<file path="src/rtl/fsm_pkg.sv">
// Shared types for the lab5 fsm and its command-sequence generator.
// Holds the control_signal symbol type, the generator state type and the default idle symbol.
package fsm_pkg;

    typedef enum logic [1:0] {
        a = 2'b00,
        b = 2'b01,
        c = 2'b10
    } ctrl_sym_t;

    typedef enum logic [1:0] {
        IDLE = 2'd0,
        PLAY = 2'd1,
        DONE = 2'd2
    } gen_state_t;

    localparam ctrl_sym_t DEFAULT_IDLE_SYM = a;

    // Width of a counter that holds 0..n-1, never narrower than one bit.
    function automatic int unsigned cnt_width(input int unsigned n);
        return (n > 1) ? $clog2(n) : 1;
    endfunction

endpackage

</file>
<file path="src/rtl/fsm_cmd_mem.sv">
// Pattern storage for fsm_cmd_gen: DEPTH symbols, synchronous write, combinational read.
// Every entry returns to IDLE_SYM on reset so an unloaded pattern plays as idle symbols.
module fsm_cmd_mem
    import fsm_pkg::*;
#(
    parameter int unsigned DEPTH    = 8,
    parameter ctrl_sym_t   IDLE_SYM = DEFAULT_IDLE_SYM
) (
    input  logic                     clk_i,
    input  logic                     rst_i,
    input  logic                     wr_en_i,
    input  logic [$clog2(DEPTH)-1:0] wr_addr_i,
    input  ctrl_sym_t                wr_data_i,
    input  logic [$clog2(DEPTH)-1:0] rd_addr_i,
    output ctrl_sym_t                rd_data_o
);

    ctrl_sym_t mem_q [DEPTH];

    // NOTE: the array is deliberately reset (it is tiny); a RAM macro could not be,
    // which is why this lives in flops rather than an inferred memory.
    always_ff @(posedge clk_i or negedge rst_i) begin
        if (!rst_i) begin
            for (int i = 0; i < DEPTH; i++) begin
                mem_q[i] <= IDLE_SYM;
            end
        end else if (wr_en_i) begin
            mem_q[wr_addr_i] <= wr_data_i;
        end
    end

    assign rd_data_o = mem_q[rd_addr_i];

endmodule

</file>
<file path="src/rtl/fsm_cmd_gen.sv">
// Programmable command-sequence transmitter driving control_signal of the lab5 fsm.
// Plays a stored pattern of symbols once or looped, each held for REPEAT cycles.
module fsm_cmd_gen
    import fsm_pkg::*;
#(
    parameter int unsigned DEPTH    = 8,
    parameter int unsigned REPEAT   = 1,
    parameter ctrl_sym_t   IDLE_SYM = DEFAULT_IDLE_SYM
) (
    input  logic                     clk_i,
    input  logic                     rst_i,
    input  logic                     wr_en_i,
    input  logic [$clog2(DEPTH)-1:0] wr_addr_i,
    input  ctrl_sym_t                wr_data_i,
    input  logic [$clog2(DEPTH):0]   len_i,
    input  logic                     loop_i,
    input  logic                     start_i,
    input  logic                     stop_i,
    output ctrl_sym_t                control_signal,
    output logic                     valid_o,
    output logic                     busy_o,
    output logic                     done_o
);

    localparam int unsigned   AW       = $clog2(DEPTH);
    localparam int unsigned   RW       = cnt_width(REPEAT);
    localparam logic [AW:0]   DEPTH_L  = (AW+1)'(DEPTH);
    localparam logic [RW-1:0] RPT_LAST = RW'(REPEAT - 1);

    gen_state_t    state_q, state_d;
    logic [AW-1:0] ptr_q,   ptr_d;
    logic [RW-1:0] rpt_q,   rpt_d;
    logic [AW:0]   len_q,   len_d;
    logic          loop_q,  loop_d;

    ctrl_sym_t     ctrl_q,  ctrl_d;
    logic          valid_q, valid_d;
    logic          busy_q,  busy_d;
    logic          done_q,  done_d;

    ctrl_sym_t     rd_sym;
    logic [AW:0]   len_clamped;
    logic [AW:0]   last_idx;
    logic          last_slot;
    logic          last_entry;
    logic          wr_ok;

    // The pattern is frozen while playing so a running sequence never changes under us.
    assign wr_ok = wr_en_i && (state_q != PLAY);

    fsm_cmd_mem #(
        .DEPTH    (DEPTH),
        .IDLE_SYM (IDLE_SYM)
    ) u_mem (
        .clk_i     (clk_i),
        .rst_i     (rst_i),
        .wr_en_i   (wr_ok),
        .wr_addr_i (wr_addr_i),
        .wr_data_i (wr_data_i),
        .rd_addr_i (ptr_q),
        .rd_data_o (rd_sym)
    );

    assign len_clamped = (len_i > DEPTH_L) ? DEPTH_L : len_i;
    assign last_idx    = len_q - (AW+1)'(1);
    assign last_slot   = (rpt_q == RPT_LAST);
    assign last_entry  = ({1'b0, ptr_q} == last_idx);

    // NOTE: every variable gets a default before the case so no path leaves one
    // unassigned; without that, synthesis would infer latches.
    always_comb begin
        state_d = state_q;
        ptr_d   = ptr_q;
        rpt_d   = rpt_q;
        len_d   = len_q;
        loop_d  = loop_q;

        unique case (state_q)
            IDLE: begin
                if (start_i) begin
                    if (len_clamped == '0) begin
                        state_d = DONE;
                    end else begin
                        state_d = PLAY;
                        len_d   = len_clamped;
                        loop_d  = loop_i;
                        ptr_d   = '0;
                        rpt_d   = '0;
                    end
                end
            end
            PLAY: begin
                if (stop_i) begin
                    state_d = IDLE;
                    ptr_d   = '0;
                    rpt_d   = '0;
                end else if (last_slot) begin
                    rpt_d = '0;
                    if (last_entry) begin
                        if (loop_q) begin
                            ptr_d = '0;
                        end else begin
                            state_d = DONE;
                        end
                    end else begin
                        ptr_d = ptr_q + AW'(1);
                    end
                end else begin
                    rpt_d = rpt_q + RW'(1);
                end
            end
            DONE: begin
                state_d = IDLE;
            end
            default: begin
                state_d = IDLE;
            end
        endcase
    end

    // Outputs are a registered image of the current state, one cycle behind it.
    always_comb begin
        ctrl_d  = IDLE_SYM;
        valid_d = 1'b0;
        busy_d  = 1'b0;
        done_d  = 1'b0;
        if (state_q == PLAY) begin
            ctrl_d  = rd_sym;
            valid_d = 1'b1;
            busy_d  = 1'b1;
        end
        if (state_q == DONE) begin
            done_d = 1'b1;
        end
    end

    // NOTE: sequential state uses non-blocking assignments so every flop samples
    // values from before the edge, independent of statement order.
    always_ff @(posedge clk_i or negedge rst_i) begin
        if (!rst_i) begin
            state_q <= IDLE;
            ptr_q   <= '0;
            rpt_q   <= '0;
            len_q   <= '0;
            loop_q  <= 1'b0;
            ctrl_q  <= IDLE_SYM;
            valid_q <= 1'b0;
            busy_q  <= 1'b0;
            done_q  <= 1'b0;
        end else begin
            state_q <= state_d;
            ptr_q   <= ptr_d;
            rpt_q   <= rpt_d;
            len_q   <= len_d;
            loop_q  <= loop_d;
            ctrl_q  <= ctrl_d;
            valid_q <= valid_d;
            busy_q  <= busy_d;
            done_q  <= done_d;
        end
    end

    assign control_signal = ctrl_q;
    assign valid_o        = valid_q;
    assign busy_o         = busy_q;
    assign done_o         = done_q;

endmodule

</file>
<file path="config.mk">
export PLATFORM = sky130hd
export DESIGN_NAME = fsm_cmd_gen
export DESIGN_NICKNAME = d
export VERILOG_FILES = /design/src/rtl/fsm_pkg.sv /design/src/rtl/fsm_cmd_mem.sv /design/src/rtl/fsm_cmd_gen.sv
export SDC_FILE = /design/constraint.sdc
export NUM_CORES = 1
export LEC_CHECK = 0
export BUFFER_PORTS_ARGS = -buffer_cell sky130_fd_sc_hd__buf_2
export CAP_MARGIN = 15
export CORE_ASPECT_RATIO = 0.75
export CORE_MARGIN = 2
export CORE_UTILIZATION = 35
export DETAILED_ROUTE_END_ITERATION = 12
export PLACE_DENSITY = 0.55
export SLEW_MARGIN = 10
export SYNTH_ARGS = -nofsm -noshare
export SYNTH_HDL_FRONTEND = slang
export SYNTH_SLANG_ARGS = --single-unit
</file>
<file path="constraint.sdc">
create_clock -name clk_i -period 2.2 [get_ports clk_i]
set_input_delay 0 -clock clk_i [delete_from_list [all_inputs] [get_ports clk_i]]
set_output_delay 0 -clock clk_i [all_outputs]
set_load 0.01 [all_outputs]
</file>
==> summary.md <==
| Metric | Value |
|---|---|
| Mapped Nets | `132` |
| WL/cell | `about 14 µm` |
| Worst Reg-to-Reg Cells | `6` |
| Layout fillers | `370` |
| CP Max Fanout | `5` |
| Worst VDD drop | `about 0.0005 V` |
| Remaining Overflow, GRT | `0` |
| ANT cells | `0` |
| Post-synthesis cell area | `roughly 1500 µm²` |
| RSZ-0062 raised after global routing | `no` |
| Reg2reg setup slack | `0.31 ns` |
| First-pass GRT wire length | `4.968 mm` |
| Tot GR Track Use | `between 10% and 20%` |
| Syn_area_per_cell | `approximately 13 µm²` |
| Run status | `complete, no violations` |
| H-tree depth | `2` |
| Register bit total from synthesis | `30` |
| Full die area | `about 4800 µm²` |
| Final ANT Viol Nets | `0` |
| Site Rows | `20` |
| Asr flop ratio synth | `between 90% and 100%` |
| Final setup viols | `0` |
| Yosys top cell by area | `dfrtp_1` |
| Worst setup path startpoint | `len_q[0]$_DFFE_PN0P_` |
| Relative slew slack | `about 54%` |
| Via count | `966` |
| HP Class | `in2reg` |
| Vias in the first global route | `between 1000 and 1500` |
| Static Leak | `about 0.78 nW` |
| Worst-margin pin slew | `just under 0.7 ns` |
| Max-cap violations | `0` |
| Core Area | `between 4000 and 5000 µm²` |
| Finished Layout Cells | `200` |
| Initial core utilization | `between 30% and 40%` |
| Die W | `between 70 and 80 µm` |
| Worst-path clk slew | `around 0.060 ns` |
| Ys flop type | `dfrtp_1` |
| Clk sink count | `30` |
| Cell Pwr Density | `around 1100 nW/µm²` |
| Nets | `161` |
| YS warnings | `0` |
| Cells after synthesis | `115` |
| Root buffer cell | `clkbuf_8` |
| IO Pins | `20` |
| Setup Skew | `around 0.0033 ns` |
| Post-CTS setup buffers | `0` |
| Drt first pass iters | `4` |
| Sequential area share after synthesis | `50.46%` |
| Period utilisation layout | `a little under nine tenths` |
| EDFF count, synth | `0` |
| Worst EP arrival | `between 2 and 2.5 ns` |
| Worst R2R Start | `len_q[0]$_DFFE_PN0P_` |
| Distinct cells, synth | `34` |
| Setup TNS | `0 ns` |
| Top cell type's share of synthesized area | `about half` |
| Maximum clock frequency | `0.5290 GHz` |
| Critical path required time | `between 2 and 2.5 ns` |
| HPWL after DPL | `approximately 2.0 mm` |
| Max-slew violations | `0` |
| Area grow syn2layout | `21.03%` |
| Largest cells by area after synthesis | `dfrtp_1 (50%), mux2_2 (14%), mux4_2 (6.1%)` |
| # DRC | `0` |
| Crit path time final | `approximately 1.9 ns` |
| Critical path destination | `ptr_q[2]$_DFFE_PN0P_` |
| Worst setup path class | `reg2reg` |
| CTS tree | `done` |
| DIE HEIGHT | `60.46 µm` |
| Count leader, synth | `dfrtp_1` |
| Largest net degree at the start of global routing | `31` |
| Placed Cells | `186` |
| Initial DRC Count | `between 50 and 60` |
| IO buf count | `19` |
| Total CTS buffers | `5` |
| Largest buffer count on any clock path | `2` |
| Fraction of layout cells with a size suffix above 1 | `roughly two fifths` |
| Post-Route WL | `around 2.8 mm` |
| Worst r2r dst | `ptr_q[2]$_DFFE_PN0P_` |
| Design Power | `around 1.9 mW` |
| Final hold violation count | `0` |
| Type of origin of the critical path | `register` |
| CP endpoint kind | `register` |
| Worst skew pair latency | `between 0.2 and 0.3 ns` |
| Routability cong. | `0.7451` |
| Most frequent cells after synthesis | `dfrtp_1 (30), mux2_2 (18), inv_1 (6), nand3b_1 (6), nor2_1 (6)` |
| Initial antenna violation count | `0` |
| DR vias/cell | `just under 5` |
[worst min-delay path by stage]
stage,from,end,slack (ns),cells past startpoint
2_1_floorplan,rst_i,busy_o$_DFF_PN0_,-0.30,0
3_3_place_gp,rst_i,u_mem.mem_q[10]$_DFFE_PN0P_,0.08,1
3_5_place_dp,rst_i,u_mem.mem_q[10]$_DFFE_PN0P_,0.08,1
4_1_cts,len_i[1],len_q[1]$_DFFE_PN0P_,0.0002,3
5_1_grt,len_i[1],len_q[1]$_DFFE_PN0P_,0.02,3
6_report,len_i[1],len_q[1]$_DFFE_PN0P_,0.009,3
[worst max-delay path: stages (launching register included)]
cell,delay [ns]
dfrtp_1,0.38
inv_1,0.07
ha_1,0.31
xnor2_1,0.16
nor4_4,0.40
mux2i_1,0.12
a311o_1,0.32
[through the flow]
step	utilization, %	setup WS [ns]	cell area, µm²	hold WS [ns]
2_1_floorplan	-	0.4421	1488	-0.2956
3_3_place_gp	39.97	0.3978	1630	0.07584
3_5_place_dp	39.97	0.3048	1630	0.08486
4_1_cts	44.14	0.2942	1800	0.0001802
5_1_grt	44.14	0.1600	1800	0.01900
6_report	44.14	0.3097	1800	0.008821
[registers in the layout, indices dropped and copies added, names as in the netlist]
signal,count
len_q,4
u_mem.mem_q,16
busy_o,1
done_o,1
loop_q,1
control_signal,2
state_q,2
ptr_q,3
[cells by family (layout without fill, tap and decap cells)]
family / count (synthesis) / after routing / share of synthesized area, %
and+or+nand+nor: 33 / 33 / 14.38
DFF: 30 / 30 / 50.46
muxes: 25 / 25 / 21.70
AOI/OAI and AO/OA: 10 / 10 / 4.878
buffers and inverters: 10 / 40 / 3.448
xor gates and xnor gates: 5 / 5 / 3.449
adders and majority gates: 2 / 2 / 1.682
[final cells by class]
cell class,count,area (µm²),share of cell area [%]
clock buffers,8,110.1,6.115
inverters,6,22.52,1.251
flip-flops and latches,30,750.7,41.70
well taps,55,68.82,3.822
repair buffers,26,162.7,9.034
multi-input cells,75,685.7,38.08
[placed cells by master, fill, tap and decap left out, types with 4 or more instances in the layout]
cell type,instances
nor2_1,6
dfrtp_1,30
inv_1,6
clkbuf_8,8
nand3b_1,6
dlygate4sd3_1,6
buf_2,19
mux2_2,18
mux4_2,4
[where the power goes]
| part | leakage, nW | internal, mW | switching (mW) |
|---|---|---|---|
| registers | 0.376 | 0.722 | 0.118 |
| logic | 0.345 | 0.306 | 0.237 |
| clock network | 0.0575 | 0.316 | 0.199 |
[routing by layer]
metal / vias up / share of wire (%) / track usage [%] / wire (µm)
met1: 482 / 52 / 18.98 / 1455
met5: - / 0 / 0 / 0
met3: 2 / 3.1 / 4.464 / 88
met2: 9 / 45 / 21.19 / 1255
li1: 473 / - / - / -
met4: 0 / 0.57 / 5.172 / 16
[what timing repair did]
item | in CTS | in global routing
hold endpoints to repair | 35 | 0
endpoints found under the setup margin | 0 | 0
resized for setup | 0 | 0
hold buffers | 6 | 0
Power figures use the tool's default switching activity.
